`config.mk`:
```
export PLATFORM = sky130hd
export DESIGN_NAME = pio_led_streamer
export DESIGN_NICKNAME = d
export VERILOG_FILES = /design/src/rtl/pio_led_streamer.sv
export SDC_FILE = /design/constraint.sdc
export NUM_CORES = 1
export LEC_CHECK = 0
export CAP_MARGIN = 20
export CORE_AREA = 2 2 87 123
export CTS_BUF_LIST = sky130_fd_sc_hd__clkbuf_4
export CTS_CLUSTER_DIAMETER = 100
export DETAILED_ROUTE_END_ITERATION = 6
export DIE_AREA = 0 0 89 125
export PLACE_DENSITY_LB_ADDON = 0.2
export SKIP_CTS_REPAIR_TIMING = 1
export SYNTH_ARGS = -nofsm -noshare
export SYNTH_HDL_FRONTEND = slang
export SYNTH_SLANG_ARGS = --single-unit
```
`constraint.sdc`:
```
create_clock -name clk_25mhz -period 2.9 [get_ports clk_25mhz]
set_input_delay 0.29 -clock clk_25mhz [delete_from_list [all_inputs] [get_ports clk_25mhz]]
set_output_delay 0.29 -clock clk_25mhz [all_outputs]
set_load 0.02 [all_outputs]
```
`src/rtl/pio_led_streamer.sv`:
```
// pio_led_streamer: host-side sequencer for one PIO block.
// Loads the instruction memory from a program ROM, then applies configuration
// words from a config ROM. While enabled, it streams frames of 24-bit GRB pixels
// into the TX FIFOs round-robin across channels, and puts a latch gap after each
// frame.
//
// Handshake: a push is offered only when full[ch] is low. A push is presented
// as action=4 for exactly one cycle. A low full[ch] at the clock edge that ends
// phase A commits that push. A high full[ch] holds the pointer in place, and the
// bench can observe the hold on stall_cnt.
module pio_led_streamer #(
   parameter int NUM_CH     = 1,
   parameter int NUM_PIX    = 16,
   parameter int PROG_LEN   = 32,
   parameter int CONF_LEN   = 7,
   parameter int GAP_CYCLES = 1250,
   parameter int PIX_AW     = 8
) (
   input  logic              clk_25mhz,
   input  logic              reset,
   input  logic              enable,
   output logic [4:0]        prog_addr,
   input  logic [15:0]       prog_data,
   output logic [4:0]        conf_addr,
   input  logic [37:0]       conf_data,
   output logic [PIX_AW-1:0] pix_addr,
   input  logic [23:0]       pix_data,
   output logic [3:0]        action,
   output logic [4:0]        index,
   output logic [1:0]        mindex,
   output logic [31:0]       din,
   input  logic [3:0]        full,
   output logic              busy,
   output logic              loaded,
   output logic              frame_done,
   output logic [15:0]       frame_cnt,
   output logic [15:0]       stall_cnt,
   output logic [2:0]        dbg_state
);

   localparam int TOTAL = NUM_CH * NUM_PIX;
   localparam int GW    = (GAP_CYCLES > 1) ? $clog2(GAP_CYCLES) : 1;

   typedef enum logic [2:0] {
      S_LOAD     = 3'd0,
      S_CONFIG   = 3'd1,
      S_CONF_END = 3'd2,
      S_IDLE     = 3'd3,
      S_FRAME_A  = 3'd4,
      S_FRAME_B  = 3'd5,
      S_GAP      = 3'd6
   } state_t;

   state_t            r_state, w_state;
   logic [4:0]        r_k, w_k;
   logic [4:0]        r_j, w_j;
   logic [PIX_AW-1:0] r_p, w_p;
   logic [1:0]        r_ch, w_ch;
   logic [GW-1:0]     r_gap, w_gap;
   logic [3:0]        r_action, w_action;
   logic [4:0]        r_index, w_index;
   logic [1:0]        r_mindex, w_mindex;
   logic [31:0]       r_din, w_din;
   logic              r_busy, w_busy;
   logic              r_loaded, w_loaded;
   logic [15:0]       r_frame_cnt, w_frame_cnt;
   logic [15:0]       r_stall_cnt, w_stall_cnt;
   logic              w_gap_last;

   assign w_gap_last = (r_gap == GW'(GAP_CYCLES - 1));

   assign prog_addr  = r_k;
   assign conf_addr  = r_j;
   assign pix_addr   = r_p;
   assign action     = r_action;
   assign index      = r_index;
   assign mindex     = r_mindex;
   assign din        = r_din;
   assign busy       = r_busy;
   assign loaded     = r_loaded;
   assign frame_cnt  = r_frame_cnt;
   assign stall_cnt  = r_stall_cnt;
   assign frame_done = (r_state == S_GAP) && w_gap_last;
   assign dbg_state  = r_state;

   // Register state, counters and all PIO-facing outputs; reset restarts from program load.
   always_ff @(posedge clk_25mhz) begin
      if (reset) begin
         r_state     <= S_LOAD;
         r_k         <= '0;
         r_j         <= '0;
         r_p         <= '0;
         r_ch        <= '0;
         r_gap       <= '0;
         r_action    <= '0;
         r_index     <= '0;
         r_mindex    <= '0;
         r_din       <= '0;
         r_busy      <= 1'b0;
         r_loaded    <= 1'b0;
         r_frame_cnt <= '0;
         r_stall_cnt <= '0;
      end else begin
         r_state     <= w_state;
         r_k         <= w_k;
         r_j         <= w_j;
         r_p         <= w_p;
         r_ch        <= w_ch;
         r_gap       <= w_gap;
         r_action    <= w_action;
         r_index     <= w_index;
         r_mindex    <= w_mindex;
         r_din       <= w_din;
         r_busy      <= w_busy;
         r_loaded    <= w_loaded;
         r_frame_cnt <= w_frame_cnt;
         r_stall_cnt <= w_stall_cnt;
      end
   end

   // Next-state and next-output decode; PIO outputs default to a no-op each cycle.
   always_comb begin
      w_state     = r_state;
      w_k         = r_k;
      w_j         = r_j;
      w_p         = r_p;
      w_ch        = r_ch;
      w_gap       = r_gap;
      w_action    = 4'd0;
      w_index     = 5'd0;
      w_mindex    = 2'd0;
      w_din       = 32'd0;
      w_loaded    = r_loaded;
      w_frame_cnt = r_frame_cnt;
      w_stall_cnt = r_stall_cnt;

      case (r_state)
         S_LOAD: begin
            w_action = 4'd1;
            w_index  = r_k;
            w_din    = {16'h0000, prog_data};
            if (r_k == 5'(PROG_LEN - 1)) begin
               w_state = S_CONFIG;
               w_j     = 5'd0;
            end else begin
               w_k = r_k + 5'd1;
            end
         end
         S_CONFIG: begin
            w_action = conf_data[35:32];
            w_mindex = conf_data[37:36];
            w_din    = conf_data[31:0];
            if (r_j == 5'(CONF_LEN - 1)) begin
               w_state = S_CONF_END;
            end else begin
               w_j = r_j + 5'd1;
            end
         end
         S_CONF_END: begin
            w_loaded = 1'b1;
            w_state  = S_IDLE;
         end
         S_IDLE: begin
            if (enable) begin
               w_state = S_FRAME_A;
               w_p     = '0;
               w_ch    = 2'd0;
            end
         end
         S_FRAME_A: begin
            if (!full[r_ch]) begin
               w_action = 4'd4;
               w_mindex = r_ch;
               w_din    = {pix_data, 8'h00};
               w_state  = S_FRAME_B;
            end else if (r_stall_cnt != 16'hFFFF) begin
               w_stall_cnt = r_stall_cnt + 16'd1;
            end
         end
         S_FRAME_B: begin
            if (r_p == PIX_AW'(TOTAL - 1)) begin
               w_state = S_GAP;
               w_gap   = '0;
            end else begin
               w_p     = r_p + PIX_AW'(1);
               w_ch    = (r_ch == 2'(NUM_CH - 1)) ? 2'd0 : r_ch + 2'd1;
               w_state = S_FRAME_A;
            end
         end
         S_GAP: begin
            if (w_gap_last) begin
               w_frame_cnt = r_frame_cnt + 16'd1;
               w_p         = '0;
               w_ch        = 2'd0;
               w_state     = enable ? S_FRAME_A : S_IDLE;
            end else begin
               w_gap = r_gap + GW'(1);
            end
         end
         default: begin
            w_state = S_LOAD;
            w_k     = 5'd0;
         end
      endcase

      w_busy = (w_state != S_IDLE);
   end

endmodule

```
==> flow_metrics.env <==
export IMPL_hold_path_class="primary input to flip-flop"
export IMPL_drtIter0Drc=197
export IMPL_drv_slew=0
export IMPL_area_growth_pct=43.4
export IMPL_leakagePower_nw=2.43
export IMPL_path_class="flip-flop to output port"
export IMPL_antenna_cells=0
export IMPL_max_vdd_ir_drop_v=0.000257
export IMPL_arrival_ns=2.46
export IMPL_tightestPinTransition_ns=0.662
export IMPL_synthFlopType="dfxtp_1"
export IMPL_cts_root_buf="clkbuf_4"
export IMPL_io_buffers=183
export IMPL_drt_total_wl_um=13600
export IMPL_reg2reg_from="r_ch[0]"
export IMPL_hold_path_startpoint="reset"
export IMPL_rsz0062_at_grt="no"
export IMPL_die_w_um=89
export IMPL_initial_utilization=0.476
export IMPL_syn_inst=537
export IMPL_track_usage=0.238
export IMPL_finClkSkew_ns=0.0175
export IMPL_setup_ws_ns=0.152
export IMPL_cts_buffers=9
export IMPL_ys_seq_area_frac=0.461
export IMPL_ant_nets=0
export IMPL_die_y_um=125
export IMPL_drcViolationCount=0
export IMPL_status="finished clean"
export IMPL_period_minus_slack_ns=2.75
export IMPL_hold_viol_final=0
export IMPL_r2r_cells=5
export IMPL_syn_avg_cell_area_um2=8.98
export IMPL_reg2reg_slack_ns=0.87
export IMPL_synth_edff_count=0
export IMPL_grt_start_max_net_pins=36
export IMPL_cts_max_level=3
export IMPL_critPathRequiredTime_ns=2.61
export IMPL_r2r_end="stall_cnt[4]"
export IMPL_yosys_warnings=0
export IMPL_vias=4604
export IMPL_tns_ns=0
export IMPL_min_period_over_period=0.948
export IMPL_first_pass_iters=4
export IMPL_place_ws_ns=0.557
export IMPL_ys_types=54
export IMPL_syn_nets=632
export IMPL_critPathMaxFanout=12
export IMPL_numClockSinks=111
export IMPL_setup_viol=0
export IMPL_rows=44
export IMPL_globalplace_congestion=0.787
export IMPL_async_flop_share=0
export IMPL_cts_tree="yes"
export IMPL_routed_via_density=5.37
export IMPL_holdPathStages=2
export IMPL_grt_remaining_overflow=0
export IMPL_startpoint_type="flip-flop"
export IMPL_power_density_nw_per_um2=373
export IMPL_syn_area_um2=4820
export IMPL_hold_path_endpoint="stall_cnt[0]"
export IMPL_core_area_um2=10100
export IMPL_drive_gt1_frac=0.0654
export IMPL_endpoint_kind="output port"
export IMPL_clkSlewWorstSetupHoldPaths_ns=0.17
export IMPL_max_freq_mhz=364
export IMPL_ys_ff_latch=111
export IMPL_clk_latency_ns=0.48
export IMPL_max_cap_violations=0
export IMPL_slew_limit_headroom=0.555
export IMPL_clk_path_buf_depth=2
export IMPL_post_drt_wl_per_cell_um=15.9
export IMPL_hpwl_um=10300
export IMPL_ios=184
export IMPL_grt_antenna_before_repair=0
export IMPL_nets=809
export IMPL_dieArea_um2=11100
export IMPL_first_global_vias=4423
export IMPL_grt_pass1_wl_um=21000
## metrics by stage
stage                     power (mW)  utilization  cells  hold slack, ns  area (um2)
after detailed placement        1.82        0.668    841           0.491        6770
after global routing            2.66        0.682    857           0.296        6910
after CTS                       2.60        0.682    857           0.267        6910
after floorplan                 1.66            -    537           0.431        4820
after global placement          1.82        0.668    841           0.485        6770
final                           2.58        0.682    857           0.287        6910
## flip-flops by register name (all words and copies together) (netlist names), 2 cells and up
signal	flops
conf_addr	5
stall_cnt	16
index	5
mindex	2
din	32
dbg_state	3
r_gap	11
action	4
pix_addr	8
frame_cnt	16
r_ch	2
prog_addr	5
## cell usage after synthesis, types with 2 or more instances
library cell	count	share of area
dfxtp_1	111	0.46
nor2_1	95	0.074
xnor2_1	30	0.055
a22oi_1	26	0.040
nand2_1	25	0.019
a21oi_1	22	0.023
nand3_1	22	0.023
clkbuf_1	19	0.015
nor3_1	18	0.019
nand4_1	16	0.021
and3_1	14	0.018
inv_1	11	0.0086
ha_1	10	0.026
nor4_1	9	0.012
o21ai_0	9	0.0093
xor2_1	9	0.016
a222oi_1	8	0.017
and2_1	6	0.0078
or3_1	6	0.0078
a31oi_1	5	0.0065
and4_1	5	0.0091
buf_6	5	0.012
a211oi_1	4	0.0062
or3b_2	4	0.0073
nand2b_1	3	0.0039
nand3b_1	3	0.0047
nor2b_1	3	0.0039
nor3b_1	3	0.0047
o21a_1	3	0.0047
o21ai_1	3	0.0031
a31o_2	2	0.0036
and3b_1	2	0.0036
buf_1	2	0.0016
buf_2	2	0.0021
mux2i_1	2	0.0042
or4_4	2	0.0047
## routing by layer
| layer | vias up | part of all wire | wire [um] | GRT usage |
|---|---|---|---|---|
| met5 | - | 0 | 0 | 0 |
| met1 | 2169 | 0.38 | 5210 | 0.262 |
| li1 | 2269 | - | - | - |
| met3 | 18 | 0.072 | 982 | 0.0475 |
| met4 | 0 | 0.021 | 282 | 0.0834 |
| met2 | 148 | 0.52 | 7110 | 0.437 |
## power breakdown
group / internal (mW) / leakage, nW / switching (mW)
clock: 0.265 / 0.0759 / 0.521
combinational: 0.148 / 1.45 / 0.0894
sequential: 1.55 / 0.900 / 0.00887
## placed cells by master, fill, tap and decap left out, drive strengths merged, types with 16 or more instances in the layout
cell type / instances
nand4: 16
a22oi: 26
xnor2: 30
nor2: 95
a21oi: 22
nor3: 19
dfxtp: 111
nand3: 23
clkdlybuf4s50: 182
nand2: 25
## cell type report
type	count	area, um2
inverter	11	41.3
fill	860	3220
sequential	111	2220
clock buffer	9	67.6
clock inverter	7	73.8
timing repair buffer	195	1920
multi-input combinational	386	2410
tap	138	173
## worst max-delay path, stage by stage (launching register included)
cell and delay (ns):
dfxtp_1 0.42, ha_1 0.17, nor4b_2 0.28, nand4_1 0.22
buf_4 0.24, inv_1 0.06, clkdlybuf4s50_1 0.59
## cell families after synthesis
logic type / after synthesis / share of synthesized area
XOR/XNOR: 39 / 0.0709
buffers and inverters: 40 / 0.0402
AND/OR/NAND/NOR: 246 / 0.267
flip-flops: 111 / 0.461
AO/OA/AOI/OAI: 87 / 0.123
multiplexers: 4 / 0.0112
adder cells (fa/ha/maj): 10 / 0.0260
## how the worst max path moves through the flow
stage               cells past startpoint   startpoint  slack (ns)      endpoint
finish                                  6     r_gap[0]        0.15    frame_done
global placement                        6      full[2]        0.60  stall_cnt[4]
floorplan                               7  pix_addr[4]        0.83       r_ch[1]
CTS                                     6     r_gap[0]        0.12    frame_done
detailed placement                      6      full[1]        0.56  stall_cnt[4]
global route                            6     r_gap[0]        0.02    frame_done
Power figures use the tool's default switching activity.
